File: src/rtl/sap_pkg.sv
// Shared encodings for the SAP datapath: bus-source selects, opcodes,
// sequencer states and the bundle of control strobes.
package sap_pkg;

  localparam logic [2:0] SEL_PC  = 3'd0;
  localparam logic [2:0] SEL_IR  = 3'd1;
  localparam logic [2:0] SEL_ACC = 3'd2;
  localparam logic [2:0] SEL_ALU = 3'd3;
  localparam logic [2:0] SEL_MEM = 3'd4;

  localparam logic [3:0] OP_LDA = 4'b0000;
  localparam logic [3:0] OP_ADD = 4'b0001;
  localparam logic [3:0] OP_SUB = 4'b0010;
  localparam logic [3:0] OP_JMP = 4'b0011;
  localparam logic [3:0] OP_OUT = 4'b1110;
  localparam logic [3:0] OP_HLT = 4'b1111;

  typedef enum logic [2:0] {
    TS_IDLE = 3'd0,
    TS_T1   = 3'd1,
    TS_T2   = 3'd2,
    TS_T3   = 3'd3,
    TS_T4   = 3'd4,
    TS_T5   = 3'd5,
    TS_T6   = 3'd6,
    TS_HALT = 3'd7
  } tstate_e;

  typedef struct packed {
    logic [2:0] bus_sel;
    logic       mar_load;
    logic       pc_inc;
    logic       pc_load;
    logic       ir_load;
    logic       acc_load;
    logic       b_load;
    logic       alu_sub;
    logic       out_load;
    logic       instr_done;
    logic       halted;
  } ctrl_t;

endpackage

File: src/rtl/sap_tstate_counter.sv
// Six-phase fetch/execute sequencer state. Owns IDLE/T1..T6/HALT and the
// run / halt decisions; HALT is left only through reset.
module sap_tstate_counter
  import sap_pkg::*;
(
  input  logic    clk,
  input  logic    rst_n,
  input  logic    run,
  input  logic    is_hlt,
  output tstate_e t_state
);

  tstate_e state_q, state_d;

  always_ff @(posedge clk or negedge rst_n) begin
    if (!rst_n) state_q <= TS_IDLE;
    else        state_q <= state_d;
  end

  always_comb begin
    state_d = state_q;
    case (state_q)
      TS_IDLE: if (run) state_d = TS_T1;
      TS_T1:   state_d = TS_T2;
      TS_T2:   state_d = TS_T3;
      TS_T3:   state_d = TS_T4;
      TS_T4:   state_d = is_hlt ? TS_HALT : TS_T5;
      TS_T5:   state_d = TS_T6;
      // run is only looked at here, so the running instruction always completes
      TS_T6:   state_d = run ? TS_T1 : TS_IDLE;
      TS_HALT: state_d = TS_HALT;
      default: state_d = TS_IDLE;
    endcase
  end

  assign t_state = state_q;

endmodule

File: src/rtl/sap_controller.sv
// SAP control sequencer: decodes the registered T-state and IR opcode into
// the bus-source select and per-register load/increment strobes.
module sap_controller
  import sap_pkg::*;
(
  input  logic       clk,
  input  logic       rst_n,
  input  logic       run,
  input  logic [3:0] opcode,
  output logic [2:0] bus_sel,
  output logic       mar_load,
  output logic       pc_inc,
  output logic       pc_load,
  output logic       ir_load,
  output logic       acc_load,
  output logic       b_load,
  output logic       alu_sub,
  output logic       out_load,
  output logic       instr_done,
  output logic       halted,
  output logic [2:0] t_state
);

  tstate_e ts;
  ctrl_t   c;
  logic    is_hlt;

  assign is_hlt = (opcode == OP_HLT);

  sap_tstate_counter u_tstate (
    .clk     (clk),
    .rst_n   (rst_n),
    .run     (run),
    .is_hlt  (is_hlt),
    .t_state (ts)
  );

  always_comb begin
    c         = '0;
    c.bus_sel = SEL_MEM;
    case (ts)
      TS_T1: begin c.bus_sel = SEL_PC;  c.mar_load = 1'b1; end
      TS_T2: c.pc_inc = 1'b1;
      TS_T3: begin c.bus_sel = SEL_MEM; c.ir_load = 1'b1; end
      TS_T4: begin
        case (opcode)
          OP_LDA, OP_ADD, OP_SUB: begin c.bus_sel = SEL_IR;  c.mar_load = 1'b1; end
          OP_JMP:                 begin c.bus_sel = SEL_IR;  c.pc_load  = 1'b1; end
          OP_OUT:                 begin c.bus_sel = SEL_ACC; c.out_load = 1'b1; end
          default: ;
        endcase
      end
      TS_T5: begin
        case (opcode)
          OP_LDA: c.acc_load = 1'b1;
          OP_ADD: c.b_load   = 1'b1;
          OP_SUB: begin c.b_load = 1'b1; c.alu_sub = 1'b1; end
          default: ;
        endcase
      end
      TS_T6: begin
        c.instr_done = 1'b1;
        if (opcode == OP_ADD || opcode == OP_SUB) begin
          c.bus_sel  = SEL_ALU;
          c.acc_load = 1'b1;
          c.alu_sub  = (opcode == OP_SUB);
        end
      end
      TS_HALT: c.halted = 1'b1;
      default: ;
    endcase
  end

  assign bus_sel    = c.bus_sel;
  assign mar_load   = c.mar_load;
  assign pc_inc     = c.pc_inc;
  assign pc_load    = c.pc_load;
  assign ir_load    = c.ir_load;
  assign acc_load   = c.acc_load;
  assign b_load     = c.b_load;
  assign alu_sub    = c.alu_sub;
  assign out_load   = c.out_load;
  assign instr_done = c.instr_done;
  assign halted     = c.halted;
  assign t_state    = ts;

endmodule

File: config.mk
export PLATFORM = sky130hd
export DESIGN_NAME = sap_controller
export DESIGN_NICKNAME = d
export VERILOG_FILES = /design/src/rtl/sap_pkg.sv /design/src/rtl/sap_tstate_counter.sv /design/src/rtl/sap_controller.sv
export SDC_FILE = /design/constraint.sdc
export NUM_CORES = 1
export LEC_CHECK = 0
export CELL_PAD_IN_SITES_DETAIL_PLACEMENT = 0
export CELL_PAD_IN_SITES_GLOBAL_PLACEMENT = 1
export CORE_MARGIN = 2
export CORE_UTILIZATION = 22
export DETAILED_ROUTE_END_ITERATION = 10
export PLACE_DENSITY_LB_ADDON = 0.05
export SYNTH_ARGS = -nofsm -noshare
export SYNTH_HDL_FRONTEND = slang
export SYNTH_SLANG_ARGS = --single-unit
File: constraint.sdc
create_clock -name clk -period 1.8 [get_ports clk]
set_input_delay 0.36 -clock clk [delete_from_list [all_inputs] [get_ports clk]]
set_output_delay 0.36 -clock clk [all_outputs]
set_load 0.02 [all_outputs]
# --- Yosys cells after proc, flatten, opt, wreduce, memory -nomap -nowiden ---
# Cells that the tools add are included.
op_classes:
  n_addsub: 0
  n_mul: 0
  div: 0
  order_cmp: 0
  n_eq_ne: 13
  n_shift: 0
  muxes: 25
  bitwise_logic: 0
  n_reduce_logical: 6
op_table:
  columns: ["op", "n"]
  rows:
  - ["$pmux 3 s8", 1]
  - ["$mux 1", 16]
  - ["$eq 3x3->1 const B", 4]
  - ["$pmux 3 s3", 1]
  - ["$eq 4x2->1 const B", 2]
  - ["$eq 4x4->1 const B", 2]
  - ["$eq 3x2->1 const B", 2]
  - ["$mux 3", 2]
  - ["$pmux 1 s2", 3]
  - ["$pmux 3 s2", 1]
  - ["$eq 4x1->1 const B", 1]
  - ["$logic_not 4->1", 1]
  - ["$reduce_or 4->1", 1]
  - ["$eq 3x1->1 const B", 1]
  - ["$logic_not 3->1", 1]
  - ["$reduce_or 3->1", 1]
  - ["$mux 2", 1]
  - ["$ne 2x2->1 const B", 1]
  - ["$reduce_or 2->1", 1]
  - ["$logic_or 1x1->1", 1]
word_totals:
  reg_bits: 3
  latch_bits: 0
  ram_bits: 0
  rom_bits: 0
  inputBits: 7
  out_inout_bits: 16
  wordCells: 45
  mem_count: 0

# --- Logic depth before layout (Yosys ltp) ---
depth:
  word_depth: 4
  ltp_mapped: 4
  ltp_nobuf: 3

# --- By module ---
# From an unflattened synthesis, not the netlist that was laid out.
hier_totals:
  cells_unflattened: 50
  hier_area_um2: 369.1
modules_own_cells:
  columns: ["module", "n_inst", "cells_each", "area_each_um2"]
  rows:
  - ["sap_controller", 1, 36, 219.0]
  - ["sap_tstate_counter", 1, 14, 150.1]

# --- Least setup slack after synthesis ---
# No wires, ideal clock.
synth_path:
  path_kind: "reg2out"
  from: "reg with a tool-made name"
  to: "out out_load"
  t_arrival_ns: 1.583
  required_time_ns: 1.440
  path_slack_ns: -0.143
  path_stages_with_launch: 4
  path_buffers: 1
  path_cell_list: "dfrtp_1 -> buf_6 -> or2b_1 -> nor4_1"
synth_lines:
  columns: ["element", "line", "rtl"]
  rows:
  - ["to (decl)", "sap_controller.sv:18", "output logic out_load,"]

# --- Worst setup path in the final report ---
layout_path:
  from: "in opcode[3]"
  to: "out bus_sel[2]"
layout_between:
  elab_chain_len: 4
  elab_cells_between_ends: 10
  cone_classes: "4 x eq/ne; 3 x mux; 3 x reduce/logical"
layout_rtl:
  columns: ["element", "line", "rtl"]
  rows:
  - ["from (decl)", "sap_controller.sv:9", "input logic [3:0] opcode,"]
  - ["$eq 4x1->1, or another cell as far along", "sap_controller.sv:46, sap_controller.sv:63", null]
  - ["$reduce_or 4->1 (no line) or $logic_or 1x1->1 (tied branches)", null, null]
  - ["$pmux 3 s2 or $mux 3 (tied branches)", "sap_controller.sv:46, sap_controller.sv:63", null]
  - ["$pmux 3 s3 *", "sap_controller.sv:41", "case (ts)"]
  - ["to (decl)", "sap_controller.sv:10", "output logic [2:0] bus_sel,"]
# Every way passes the cells marked *; elsewhere a longest branch is shown, timed or not.

==> flow_results.xml <==
<?xml version="1.0" encoding="UTF-8"?>
<metrics>
  <group name="yosys">
    <metric name="synth_nets" unit="">57</metric>
    <metric name="post_synth_num_cell_types" unit="">25</metric>
    <metric name="syn-instance-count" unit="">50</metric>
    <metric name="synth_top_area_share" unit="">0.215</metric>
    <metric name="asyncSetResetFlopFracSynth" unit="">1.00</metric>
    <metric name="post_synthesis_register_bit_count" unit="">3</metric>
    <metric name="synth.cells.most_frequent" unit="">a21oi_1 (6), nor2_1 (6), nand2_1 (4), nand2b_1 (4)</metric>
    <metric name="synth_enable_flop_cells" unit="">0</metric>
    <metric name="synth_area_per_cell" unit="um^2">6.98</metric>
    <metric name="synth-seq-area-share" unit="">0.215</metric>
    <metric name="yosys_warnings" unit="">0</metric>
    <metric name="synth.cell_area" unit="um^2">349</metric>
    <metric name="cell_type_with_the_highest_aggregate_area_in_the_netlist" unit="">dfrtp_1</metric>
    <metric name="ys_dominant_reg_cell" unit="">dfrtp_1</metric>
    <metric name="netlist_top_cells_area" unit="">dfrtp_1 (22%), a21oi_1 (8.6%), nand2b_1 (7.2%), nor2_1 (6.5%), nor3_1 (4.3%)</metric>
  </group>
  <group name="routing">
    <metric name="detail_route.wl_per_cell" unit="um">11.0</metric>
    <metric name="detail-route-antenna-nets" unit="">0</metric>
    <metric name="routed_via_density" unit="">4.77</metric>
    <metric name="drt_pre_antenna_iters" unit="">4</metric>
    <metric name="iter_0_drt_violations" unit="">14</metric>
    <metric name="dr_drc_count" unit="">0</metric>
    <metric name="detailroute.via_count" unit="">544</metric>
    <metric name="drt-total-wl" unit="mm">1.26</metric>
  </group>
  <group name="floorplan">
    <metric name="total_i_o_pin_count" unit="">23</metric>
    <metric name="chipWidth" unit="um">43.8</metric>
    <metric name="num_rows" unit="">14</metric>
    <metric name="fp.coreArea" unit="um^2">1490</metric>
    <metric name="initial_standard_cell_utilization_of_the_core" unit="">0.234</metric>
    <metric name="chip_height" unit="um">43.8</metric>
    <metric name="design.die.area" unit="um^2">1920</metric>
  </group>
  <group name="clock_tree">
    <metric name="htreeDepth" unit="">1</metric>
    <metric name="clock_tree_from_tritoncts" unit="">done</metric>
    <metric name="clkSinkCount" unit="">3</metric>
    <metric name="worstSkewPairLatency" unit="ns">0.23</metric>
    <metric name="cts.clk_slew.worst_paths" unit="ns">0.03</metric>
    <metric name="ctsLongestPathBuffers" unit="">2</metric>
    <metric name="cts.root.buffer_cell" unit="">clkbuf_4</metric>
    <metric name="postCtsHoldBufs" unit="">0</metric>
    <metric name="cts_made_buffers" unit="">3</metric>
  </group>
  <group name="global_routing">
    <metric name="met1_usage" unit="">0.181</metric>
    <metric name="largest_net_degree_at_the_start_of_global_routing" unit="">8</metric>
    <metric name="first_global_vias" unit="">543</metric>
    <metric name="overflow" unit="">0</metric>
    <metric name="groute.layer.met2.usage" unit="">0.250</metric>
    <metric name="gr-usage-met3" unit="">0.0167</metric>
    <metric name="grtUsageTotal" unit="">0.144</metric>
    <metric name="grt_pass1_wl" unit="mm">2.13</metric>
    <metric name="global_route_hottest_layer" unit="">met2</metric>
    <metric name="initial_antenna_violation_count" unit="">0</metric>
  </group>
  <group name="critical_path">
    <metric name="timing.critical_path.from_type" unit="">primary input</metric>
    <metric name="critical_path.top_delay_family" unit="">simple AND/OR/NAND/NOR gates</metric>
    <metric name="r2r_slack" unit="ns">0.53</metric>
    <metric name="timing.critical_path.required" unit="ns">1.44</metric>
    <metric name="critical_path_class" unit="">in -&gt; out</metric>
    <metric name="slowest_stage" unit="">or4b_4</metric>
    <metric name="cpPeakStageDelay" unit="ns">0.58</metric>
    <metric name="worstPathBufferInverterCount" unit="">2</metric>
    <metric name="timing.critical_path.arrival" unit="ns">1.57</metric>
    <metric name="r2r_cells" unit="">7</metric>
    <metric name="highest_net_fanout_along_the_worst_path" unit="">3</metric>
    <metric name="crit_chain" unit="">clkdlybuf4s15_1, or4b_4, o22ai_2, a31oi_1, buf_2</metric>
    <metric name="timing.critical_path.depth" unit="">5</metric>
    <metric name="worst_setup_path_end_kind" unit="">output port</metric>
  </group>
  <group name="sta">
    <metric name="maxClockFrequency" unit="MHz">518</metric>
    <metric name="min_period" unit="ns">1.93</metric>
    <metric name="maxSlewViolCount" unit="">0</metric>
    <metric name="worst_clock_skew" unit="ns">0.000715</metric>
    <metric name="worst_case_setup_margin_in_the_final_layout" unit="ns">-0.132</metric>
    <metric name="period_share" unit="">1.07</metric>
    <metric name="rsz_0062_raised_after_global_routing" unit="">true</metric>
    <metric name="max_slew.worst_pin.slew" unit="ns">0.250</metric>
    <metric name="hold_viol_final" unit="">0</metric>
    <metric name="timing.setup.tns" unit="ns">-0.283</metric>
    <metric name="slew_headroom" unit="">0.832</metric>
    <metric name="setup_violations" unit="">4</metric>
    <metric name="final.hold.worst_slack" unit="ns">0.314</metric>
  </group>
  <group name="flow_run">
    <metric name="cap_violations" unit="">0</metric>
  </group>
  <group name="cells_and_area">
    <metric name="nets" unit="">106</metric>
    <metric name="antennaDiodeCount" unit="">0</metric>
    <metric name="flow.area_growth_from_synthesis" unit="%">130</metric>
    <metric name="non_filler_cells_final" unit="">114</metric>
    <metric name="share_of_layout_cells_above_drive_strength_1" unit="">0.531</metric>
  </group>
  <group name="placement">
    <metric name="portBuffers" unit="">22</metric>
    <metric name="post-dp-hpwl" unit="um">999</metric>
    <metric name="dp_slack" unit="ns">-0.716</metric>
    <metric name="gp_congestion" unit="">0.656</metric>
    <metric name="dpl.cell_count" unit="">106</metric>
  </group>
  <group name="min_path">
    <metric name="holdCritPathClass" unit="">in -&gt; async</metric>
  </group>
  <group name="power_and_ir_drop">
    <metric name="vdd.ir_drop.worst" unit="uV">746</metric>
    <metric name="leakagePower" unit="uW">0.000403</metric>
    <metric name="power-per-cell-area" unit="nW/um^2">1490</metric>
  </group>
  <group name="status">
    <metric name="violations" unit="">negative setup slack</metric>
    <metric name="outcome" unit="">finished, violations left</metric>
  </group>
</metrics>
[cell type report]
| type | instances | area, um^2 |
|---|---|---|
| sequential | 3 | 76.3 |
| fill | 161 | 686 |
| timing repair buffer | 46 | 360 |
| inverter | 2 | 7.51 |
| clock buffer | 4 | 26.3 |
| multi-input combinational | 43 | 313 |
| tap | 16 | 20.0 |
[cells by family (layout without fill, tap and decap cells)]
group | after synthesis | count (layout) | synth area share
flip-flops | 3 | 3 | 0.215
AND/OR/NAND/NOR | 28 | 28 | 0.448
buffers and inverters | 4 | 52 | 0.0681
XOR/XNOR | 1 | 1 | 0.0251
AO/OA/AOI/OAI | 14 | 14 | 0.244
[layer usage]
| metal | wire length [um] | vias to the layer above |
|---|---|---|
| met1 | 542 | 250 |
| met5 | 0 | - |
| li1 | - | 279 |
| met4 | 0 | 0 |
| met2 | 648 | 15 |
| met3 | 64 | 0 |
[power by group]
group / total [uW] / internal (uW) / switching [uW]
Sequential: 150 / 107 / 43.0
Clock: 114 / 82.8 / 30.8
Combinational: 935 / 469 / 466
Total: 1200 / 659 / 540
[stage by stage]
stage | utilization | cell area [um^2] | power [uW]
after detailed placement | 0.497 | 739 | 1020
after floorplan | - | 365 | 564
after global routing | 0.539 | 803 | 1310
final | 0.539 | 803 | 1200
after CTS | 0.503 | 749 | 1110
after global placement | 0.497 | 739 | 1020
[worst paths after layout]
path | startpoint | to
max reg2reg | u_tstate.t_state[0] | u_tstate.t_state[1]
min reg2reg | u_tstate.t_state[1] | flop
min in group clk | u_tstate.t_state[1] | flop
max in group asynchronous | rst_n | u_tstate.t_state[0]
max | opcode[3] | bus_sel[2]
min | rst_n | async pin
[layout by cell type (no fill, tap or decap), types with 3 or more instances in the layout]
cell type / netlist / layout
nand2_1: 4 / 4
buf_4: 0 / 31
a21oi_1: 6 / 6
buf_2: 1 / 3
nor2_1: 6 / 5
clkbuf_4: 0 / 3
dlygate4sd2_1: 0 / 3
[worst reg2reg max path, stage by stage (launching register included)]
cell      delay, ns
dfrtp_2        0.43
buf_4          0.14
buf_4          0.13
nand2b_4       0.07
buf_4          0.11
nor2_1         0.04
buf_4          0.13
a21oi_1        0.13
[what timing repair did]
action	4_1_cts	5_1_grt
buffers inserted	1	3
cloned	0	0
endpoints found under the setup margin	14	14
pin swaps	0	2
gates resized for setup	58	22
Note: power is estimated with default switching activity, not from simulation.
